`src/rtl/daq_crc_frame_ctrl.sv`:
```
// Frame sequencer around the 16-bit CRC-32 generator: forwards payload words with
// one cycle of latency, then appends the CRC high and low halves.
module daq_crc_frame_ctrl #(
  parameter int MAX_WORDS = 4096,
  parameter int CNT_W     = 13
) (
  input  logic             clk,
  input  logic             reset,
  input  logic             start,
  input  logic [15:0]      din,
  input  logic             din_valid,
  input  logic             din_last,
  output logic             din_ready,
  output logic [15:0]      dout,
  output logic             dout_valid,
  output logic             dout_crc,
  output logic             frame_done,
  output logic             ovf,
  output logic [CNT_W-1:0] word_cnt,
  output logic             busy,
  output logic             crc_init,
  output logic             crc_calc,
  output logic             crc_dv,
  output logic [15:0]      crc_d,
  input  logic [15:0]      crc_word
);

  typedef enum logic [2:0] {
    S_IDLE   = 3'd0,
    S_INIT   = 3'd1,
    S_DATA   = 3'd2,
    S_CRC_HI = 3'd3,
    S_CRC_LO = 3'd4
  } state_t;

  localparam logic [CNT_W-1:0] LAST_CNT = CNT_W'(MAX_WORDS - 1);

  state_t state_r, state_s;
  logic   accept_s;
  logic   at_limit_s;

  assign din_ready  = (state_r == S_DATA);
  assign accept_s   = din_ready & din_valid;
  assign at_limit_s = (word_cnt == LAST_CNT);
  assign busy       = (state_r != S_IDLE);
  assign crc_d      = din;

  // Next-state and generator control decode
  always_comb begin
    state_s  = state_r;
    crc_init = 1'b0;
    crc_calc = 1'b0;
    crc_dv   = 1'b0;
    case (state_r)
      S_IDLE: begin
        if (start) state_s = S_INIT;
        else       state_s = S_IDLE;
      end
      S_INIT: begin
        crc_init = 1'b1;
        state_s  = S_DATA;
      end
      S_DATA: begin
        if (accept_s) begin
          crc_calc = 1'b1;
          crc_dv   = 1'b1;
          // reaching the word limit closes the frame even without din_last
          if (din_last || at_limit_s) state_s = S_CRC_HI;
          else                        state_s = S_DATA;
        end else begin
          state_s = S_DATA;
        end
      end
      S_CRC_HI: begin
        // dv without calc shifts the low CRC half onto crc_word
        crc_dv  = 1'b1;
        state_s = S_CRC_LO;
      end
      S_CRC_LO: begin
        state_s = S_IDLE;
      end
      default: begin
        state_s = S_IDLE;
      end
    endcase
  end

  // State register and registered output datapath
  always_ff @(posedge clk or posedge reset) begin
    if (reset) begin
      state_r    <= S_IDLE;
      dout       <= 16'h0000;
      dout_valid <= 1'b0;
      dout_crc   <= 1'b0;
      frame_done <= 1'b0;
      ovf        <= 1'b0;
      word_cnt   <= '0;
    end else begin
      state_r    <= state_s;
      dout_valid <= 1'b0;
      dout_crc   <= 1'b0;
      frame_done <= 1'b0;
      case (state_r)
        S_IDLE: begin
          if (start) begin
            word_cnt <= '0;
            ovf      <= 1'b0;
          end
        end
        S_DATA: begin
          if (accept_s) begin
            dout       <= din;
            dout_valid <= 1'b1;
            word_cnt   <= word_cnt + CNT_W'(1);
            if (!din_last && at_limit_s) ovf <= 1'b1;
          end
        end
        S_CRC_HI: begin
          dout       <= crc_word;
          dout_valid <= 1'b1;
          dout_crc   <= 1'b1;
        end
        S_CRC_LO: begin
          dout       <= crc_word;
          dout_valid <= 1'b1;
          dout_crc   <= 1'b1;
          frame_done <= 1'b1;
        end
        default: begin
          dout_valid <= 1'b0;
        end
      endcase
    end
  end

endmodule

```
`config.mk`:
```
export PLATFORM = sky130hd
export DESIGN_NAME = daq_crc_frame_ctrl
export DESIGN_NICKNAME = d
export VERILOG_FILES = /design/src/rtl/daq_crc_frame_ctrl.sv
export SDC_FILE = /design/constraint.sdc
export NUM_CORES = 1
export LEC_CHECK = 0
export ABC_AREA = 1
export ABC_CLOCK_PERIOD_IN_PS = 3700
export CAP_MARGIN = 5
export CORE_MARGIN = 2
export CORE_UTILIZATION = 28
export CTS_BUF_LIST = sky130_fd_sc_hd__clkbuf_4
export DETAILED_ROUTE_END_ITERATION = 7
export PLACE_DENSITY_LB_ADDON = 0.05
export REMOVE_ABC_BUFFERS = 1
export SYNTH_ARGS = -nofsm -noshare
export SYNTH_HDL_FRONTEND = slang
export SYNTH_SLANG_ARGS = --single-unit
```
`constraint.sdc`:
```
create_clock -name clk -period 3.7 [get_ports clk]
set_input_delay 0.555 -clock clk [delete_from_list [all_inputs] [get_ports clk]]
set_output_delay 0.555 -clock clk [all_outputs]
set_load 0.02 [all_outputs]
```
==> metrics.md, run 1 <==
| Metric | Value |
|---|---|
| Crit. End Element | primary output |
| Global-route wire length before repair | 8540 µm |
| DP Wirelength | 3610 µm |
| Pleak | 1.26 nW |
| Overall power | 1.96 mW |
| FILL cells | 723 |
| Post-CTS sizing | 0 |
| CP required | ~3100 ps |
| CTS hold repair buffers | 0 |
| Netlist cell types | 25 |
| Worst path max stage delay | 650 ps |
| Yosys reg bits | 36 |
| Final hold vios | 0 |
| Placed cell area | 0.00282 mm² |
| Post-Syn Area | between 0.0015 and 0.002 mm² |
| Post-layout min period | 2620 ps |
| Worst min path class | reg2reg |
| Worst EP arrival | 2060 ps |
| Maxcap violations | 0 |
| Register area share after synthesis | between 40% and 50% |
| Cells after DPL | just over 400 |
| Detail Route Antenna Nets | 0 |
| Slew HR | 60.6% |
| GR Overflow Total | 0 |
| Initial DRC count | 53 |
| Pwr Density | 677 mW/mm² |
| Max FO, Critical Path | 11 |
| CTS tree | yes |
| H-tree depth | 2 |
| CTS Root Cell | clkbuf_4 |
| Worst slew pin tran | 589 ps |
| WL/cell | approximately 12 µm |
| PortBufs | 90 |
| Vias per std cell | 4.32 |
| FF-to-FF End | word_cnt[9] |
| Cells after Synth | 240 |
| Final period util | a little over two thirds |
| Hold Path Depth | 2 |
| Die H | 88.4 µm |
| R2r worst-path depth | 7 |
| Fin cells | 411 |
| Finished Cell Area | 0.00290 mm² |
| Setup WS pre-CTS | 1060 ps |
| Setup TNS | 0 ps |
| Layout cell share with drive strength beyond 1 | around 8.6% |
| Commonest non-fill, non-tap cell in the layout | clkdlybuf4s50_1 |
| Initial antenna violation count | 0 |
| Die span in x | roughly 88 µm |
| Placer Congestion | 0.765 |
| FF-to-FF Start | state_r[1] |
| Clock Path Buffers | 2 |
| Area Overhead vs Synth | 45.4% |
| Largest net degree at the start of global routing | 37 |
| Initial Util | approximately 29% |
| # DRC | 0 |
| Hold Startpoint | ovf |
| Slew Limit Fails | 0 |
| Clk slew on worst S/H paths | 110 ps |
| Most frequent cells in the layout | clkdlybuf4s50_1 (90), nand2_1 (45), dfrtp_1 (36), nor2_1 (30), nand3_1 (28) |
| Clk_lat worst skew | 350 ps |
| Die area | 0.00781 mm² |
| Worst vdd ir | roughly 0.23 mV |
| Yosys warns | 0 |
| Row cnt | 30 |
| DRT Pass-1 Iters | 4 |
| Startpoint Class | input pin |
| Critical path type | in2out |
| Post-Syn Area per Cell | 8.30 µm² |
| Multi-input logic area | between 700 and 800 µm² |
| ANT cells | 0 |
| RSZ-0062 raised after global routing | no |
| # nets final | 352 |
| Detailed-route via count | between 1500 and 2000 |
| Post-Route WL | between 5000 and 6000 µm |
| GRT Total Usage | about 14% |
| Register Area | 901 µm² |
| Reg2reg setup slack | 1850 ps |
| Cell mode on critical path | clkdlybuf4s50_1 |
| # Post-CTS Setup Buffers | 0 |
| CORE AREA | 0.00683 mm² |
| # clock sinks | 36 |
| Setup slack after layout | 1080 ps |
| CTS buffer count | 5 |
| Final Skew | 15.7 ps |
| Vias in the first global route | about 1800 |
| Outcome | finished, final reports clean |
| I/O Pins | 91 |
| Critical path, cell by cell | clkdlybuf4s50_1, nand2_4, inv_2, clkdlybuf4s50_1 |
| Fmax | 382 MHz |
| Critical-path top delay cell | clkdlybuf4s50_1 |
| # setup viols final | 0 |
| Worst hold endpoint | ovf |
## report_power, final
group / total, mW / internal [mW] / switching (mW)
sequential: 0.614 / 0.526 / 0.0872
combinational: 1.06 / 0.449 / 0.607
clock: 0.291 / 0.149 / 0.142
total: 1.96 / 1.12 / 0.837
## cell type report
type,instances,share of cell area (%)
tap,96,4.14
inverter,24,3.11
timing repair buffer,92,31.6
clock inverter,2,1.21
multi-input combinational,155,27.3
sequential,36,31.1
clock buffer,6,1.55
## critical path, delay by kind of cell
family / cells / cell delay [ps]
buffers and inverters: 3 / 1380
AND/OR/NAND/NOR: 1 / 110
## logic make-up after synthesis
kind of cell	synth area share, %
xor+xnor	0.440
fa+ha+maj	0.628
flops	45.2
simple gates	29.4
buf+inv	15.1
compound gates	9.23
## cells in the mapped netlist, drive strengths merged
cell type  count  area, µm²
ha             1       12.5
nand2         52        231
or2            1       6.26
a31oi         16        100
nor3           2       10.0
inv           24       90.1
dfrtp         36        901
nor2          32        135
o21ai         10       53.8
buf           25        210
nand3         31        185
nand4          3       18.8
xor2           1       8.76
a21oi          6       30.0
## stage by stage
stage          utilization, %  hold slack [ps]
4_1_cts                  42.4              499
3_5_place_dp             41.3              470
5_1_grt                  42.4              542
2_1_floorplan               -              575
3_3_place_gp             41.3              466
6_report                 42.4              495
## worst max path at each step
stage               cells past startpoint       end       start  slack (ps)
finish                                  4  crc_calc   din_valid        1080
global route                            6  crc_calc  state_r[2]         950
CTS                                     6  crc_calc  state_r[2]        1050
detailed placement                      4  crc_calc   din_valid        1060
global placement                        4  crc_calc   din_valid        1090
floorplan                               3    crc_dv  state_r[2]        2020
## layer usage
layer	global-route usage [%]	part of all wire, %	up-vias
li1	-	-	922
met1	17.4	45	785
met2	23.4	46	63
met3	5.50	7.7	5
met4	4.13	1.3	0
met5	0	0	-
## state kept, by name, indices dropped and copies added (netlist names)
| register | cells |
|---|---|
| frame_done | 1 |
| ovf | 1 |
| dout | 16 |
| state_r | 3 |
| word_cnt | 13 |
| dout_valid | 1 |
| dout_crc | 1 |
Note: power is estimated with default switching activity, not from simulation.
==> inputs of run 2 (changes only) <==
Settings changed: ABC_CLOCK_PERIOD_IN_PS 3700 to 2710.
Clock period 3.7 ns to 2.71 ns, I/O delays scaled along.
==> metrics.md, run 2 (same netlist as run 1, synthesis figures left out) <==
| Metric | Value |
|---|---|
| # clock sinks | 36 (unchanged) |
| DP Wirelength | 3630 µm (+0.62%) |
| Detailed-route via count | 1776 (+0.056%) |
| # nets final | 354 (+0.57%) |
| Setup WS pre-CTS | 572 ps (-491 ps) |
| GR Overflow Total | 0 (unchanged) |
| Maxcap violations | 0 (unchanged) |
| Setup slack after layout | 458 ps (-625 ps) |
| Post-layout util | 42.0% (-0.40 points) |
| Final period util | 83.1% |
| CORE AREA | 0.00683 mm² (unchanged) |
| PortBufs | 90 (unchanged) |
| Global-route wire length before repair | 8420 µm (-1.5%) |
| CTS hold repair buffers | 0 (unchanged) |
| CTS Root Cell | clkbuf_4 |
| Crit. End Element | primary output |
| Worst vdd ir | 0.335 mV (+45%) |
| Die span in x | 88.4 µm (unchanged) |
| CTS tree | yes |
| Largest regs | dout (16), word_cnt (13), state_r (3) |
| Placed cell area | 0.00283 mm² (+0.53%) |
| Worst slew pin tran | 490 ps (-98.6 ps) |
| Initial DRC count | 53 (unchanged) |
| Startpoint Class | register |
| WL/cell | 12.4 µm (-0.17%) |
| CTS buffer count | 5 (unchanged) |
| Largest net degree at the start of global routing | 37 (unchanged) |
| Placer Congestion | 0.697 (-8.8%) |
| Die area | 0.00781 mm² (unchanged) |
| FILL cells | 744 (+2.9%) |
| I/O Pins | 91 (unchanged) |
| Post-layout min period | 2250 ps |
| Worst hold slack | 485 ps (-9.29 ps) |
| Clk slew on worst S/H paths | 100 ps (about the same) |
| Clock Path Buffers | 2 (unchanged) |
| # DRC | 0 (unchanged) |
| Commonest non-fill, non-tap cell in the layout | clkdlybuf4s50_1 |
| ANT cells | 0 (unchanged) |
| Overall power | 2.55 mW (+30%) |
| Initial antenna violation count | 0 (unchanged) |
| Critical path type | reg2out |
| Outcome | finished, final reports clean |
| Final Skew | 7.31 ps (-8.38 ps) |
| Worst EP arrival | 1850 ps (-210 ps) |
| DRT Pass-1 Iters | 4 (unchanged) |
| # Post-CTS Setup Buffers | 0 (unchanged) |
| Worst min path class | in2async |
| Pleak | 1.25 nW (-1.0%) |
| Cells after DPL | 405 (+0.50%) |
| Post-CTS sizing | 0 (unchanged) |
| Vias in the first global route | 1780 (-0.78%) |
| Die H | 88.4 µm (unchanged) |
| Most flops, register | dout |
| Vias per std cell | 4.33 (+0.30%) |
| Clk_lat worst skew | 330 ps (-20 ps) |
| R2r worst-path depth | 5 (-2) |
| Area Overhead vs Synth | 44.1% |
| Post-Route WL | 5090 µm (-0.41%) |
| CP required | 2300 ps (-840 ps) |
| Fmax | around 440 MHz |
| GRT Total Usage | 14.0% (-0.24 points) |
| Fin cells | 410 (-0.24%) |
| Finished Cell Area | 0.00287 mm² (-0.95%) |
| Layout cell share with drive strength beyond 1 | 8.28% (-0.29 points) |
| Max FO, Critical Path | 10 (-1) |
| Slew Limit Fails | 0 (unchanged) |
| Final hold vios | 0 (unchanged) |
| Slew HR | 67.3% (+6.7 points) |
| H-tree depth | 2 (unchanged) |
| FF-to-FF Start | state_r[1] |
| Pwr Density | 889 mW/mm² (+31%) |
| FF-to-FF End | dout[9] |
| Initial Util | 29.2% (unchanged) |
| Most frequent cells in the layout | clkdlybuf4s50_1 (90), nand2_1 (45), dfrtp_1 (36), nor2_1 (30), nand3_1 (28) |
| # setup viols final | 0 (unchanged) |
| Reg2reg setup slack | 1100 ps (-750 ps) |
| Detail Route Antenna Nets | 0 (unchanged) |
| Max reg flops | 16 (unchanged) |
| RSZ-0062 raised after global routing | no |
| Setup TNS | 0 ps (unchanged) |
| Row cnt | 30 (unchanged) |
## run 2: cell types whose count changed in the layout (fill, tap and decap cells not counted)
cell / delta
bufinv_16: -1
clkinv_2: -1
buf_4: +2
clkbuf_4: -1
## run 2: worst max-delay path, cell delays in order (launching register included)
cell,delay [ps]
dfrtp_1,430
inv_2,130
nand2_2,70
nor2_4,110
nand2_4,110
nand2_1,80
clkdlybuf4s50_1,590
## run 2: how the worst max path moves through the flow
stage,endpoint,cells past startpoint,from
finish,crc_dv,6,state_r[2]
global route,crc_dv,6,state_r[2]
CTS,crc_dv,6,state_r[2]
detailed placement,crc_dv,4,din_valid
global placement,crc_dv,4,din_valid
floorplan,crc_dv,3,state_r[2]
## run 2: final cells by class
class | count | area (µm²) | share of cell area, %
Timing Repair Buffer | 94 | 931 | 32.4
Multi-Input combinational cell | 155 | 792 | 27.6
Clock buffer | 5 | 37.5 | 1.31
Sequential cell | 36 | 901 | 31.4
Tap cell | 96 | 120 | 4.18
Inverter | 24 | 90.1 | 3.14
## run 2: layer usage
layer / routed length [µm] / global-route usage, % / vias to the layer above
met4: 63 / 4.13 / 0
met1: 2280 / 17.5 / 789
met2: 2320 / 22.1 / 63
met3: 431 / 6.06 / 5
met5: 0 / 0 / -
li1: - / - / 919
## run 2: where the power goes
| part | internal (mW) | total, mW | leakage [nW] | switching [mW] |
|---|---|---|---|---|
| combinational | 0.626 | 1.46 | 0.781 | 0.836 |
| clock | 0.0868 | 0.253 | 0.0230 | 0.166 |
| sequential | 0.719 | 0.837 | 0.448 | 0.118 |
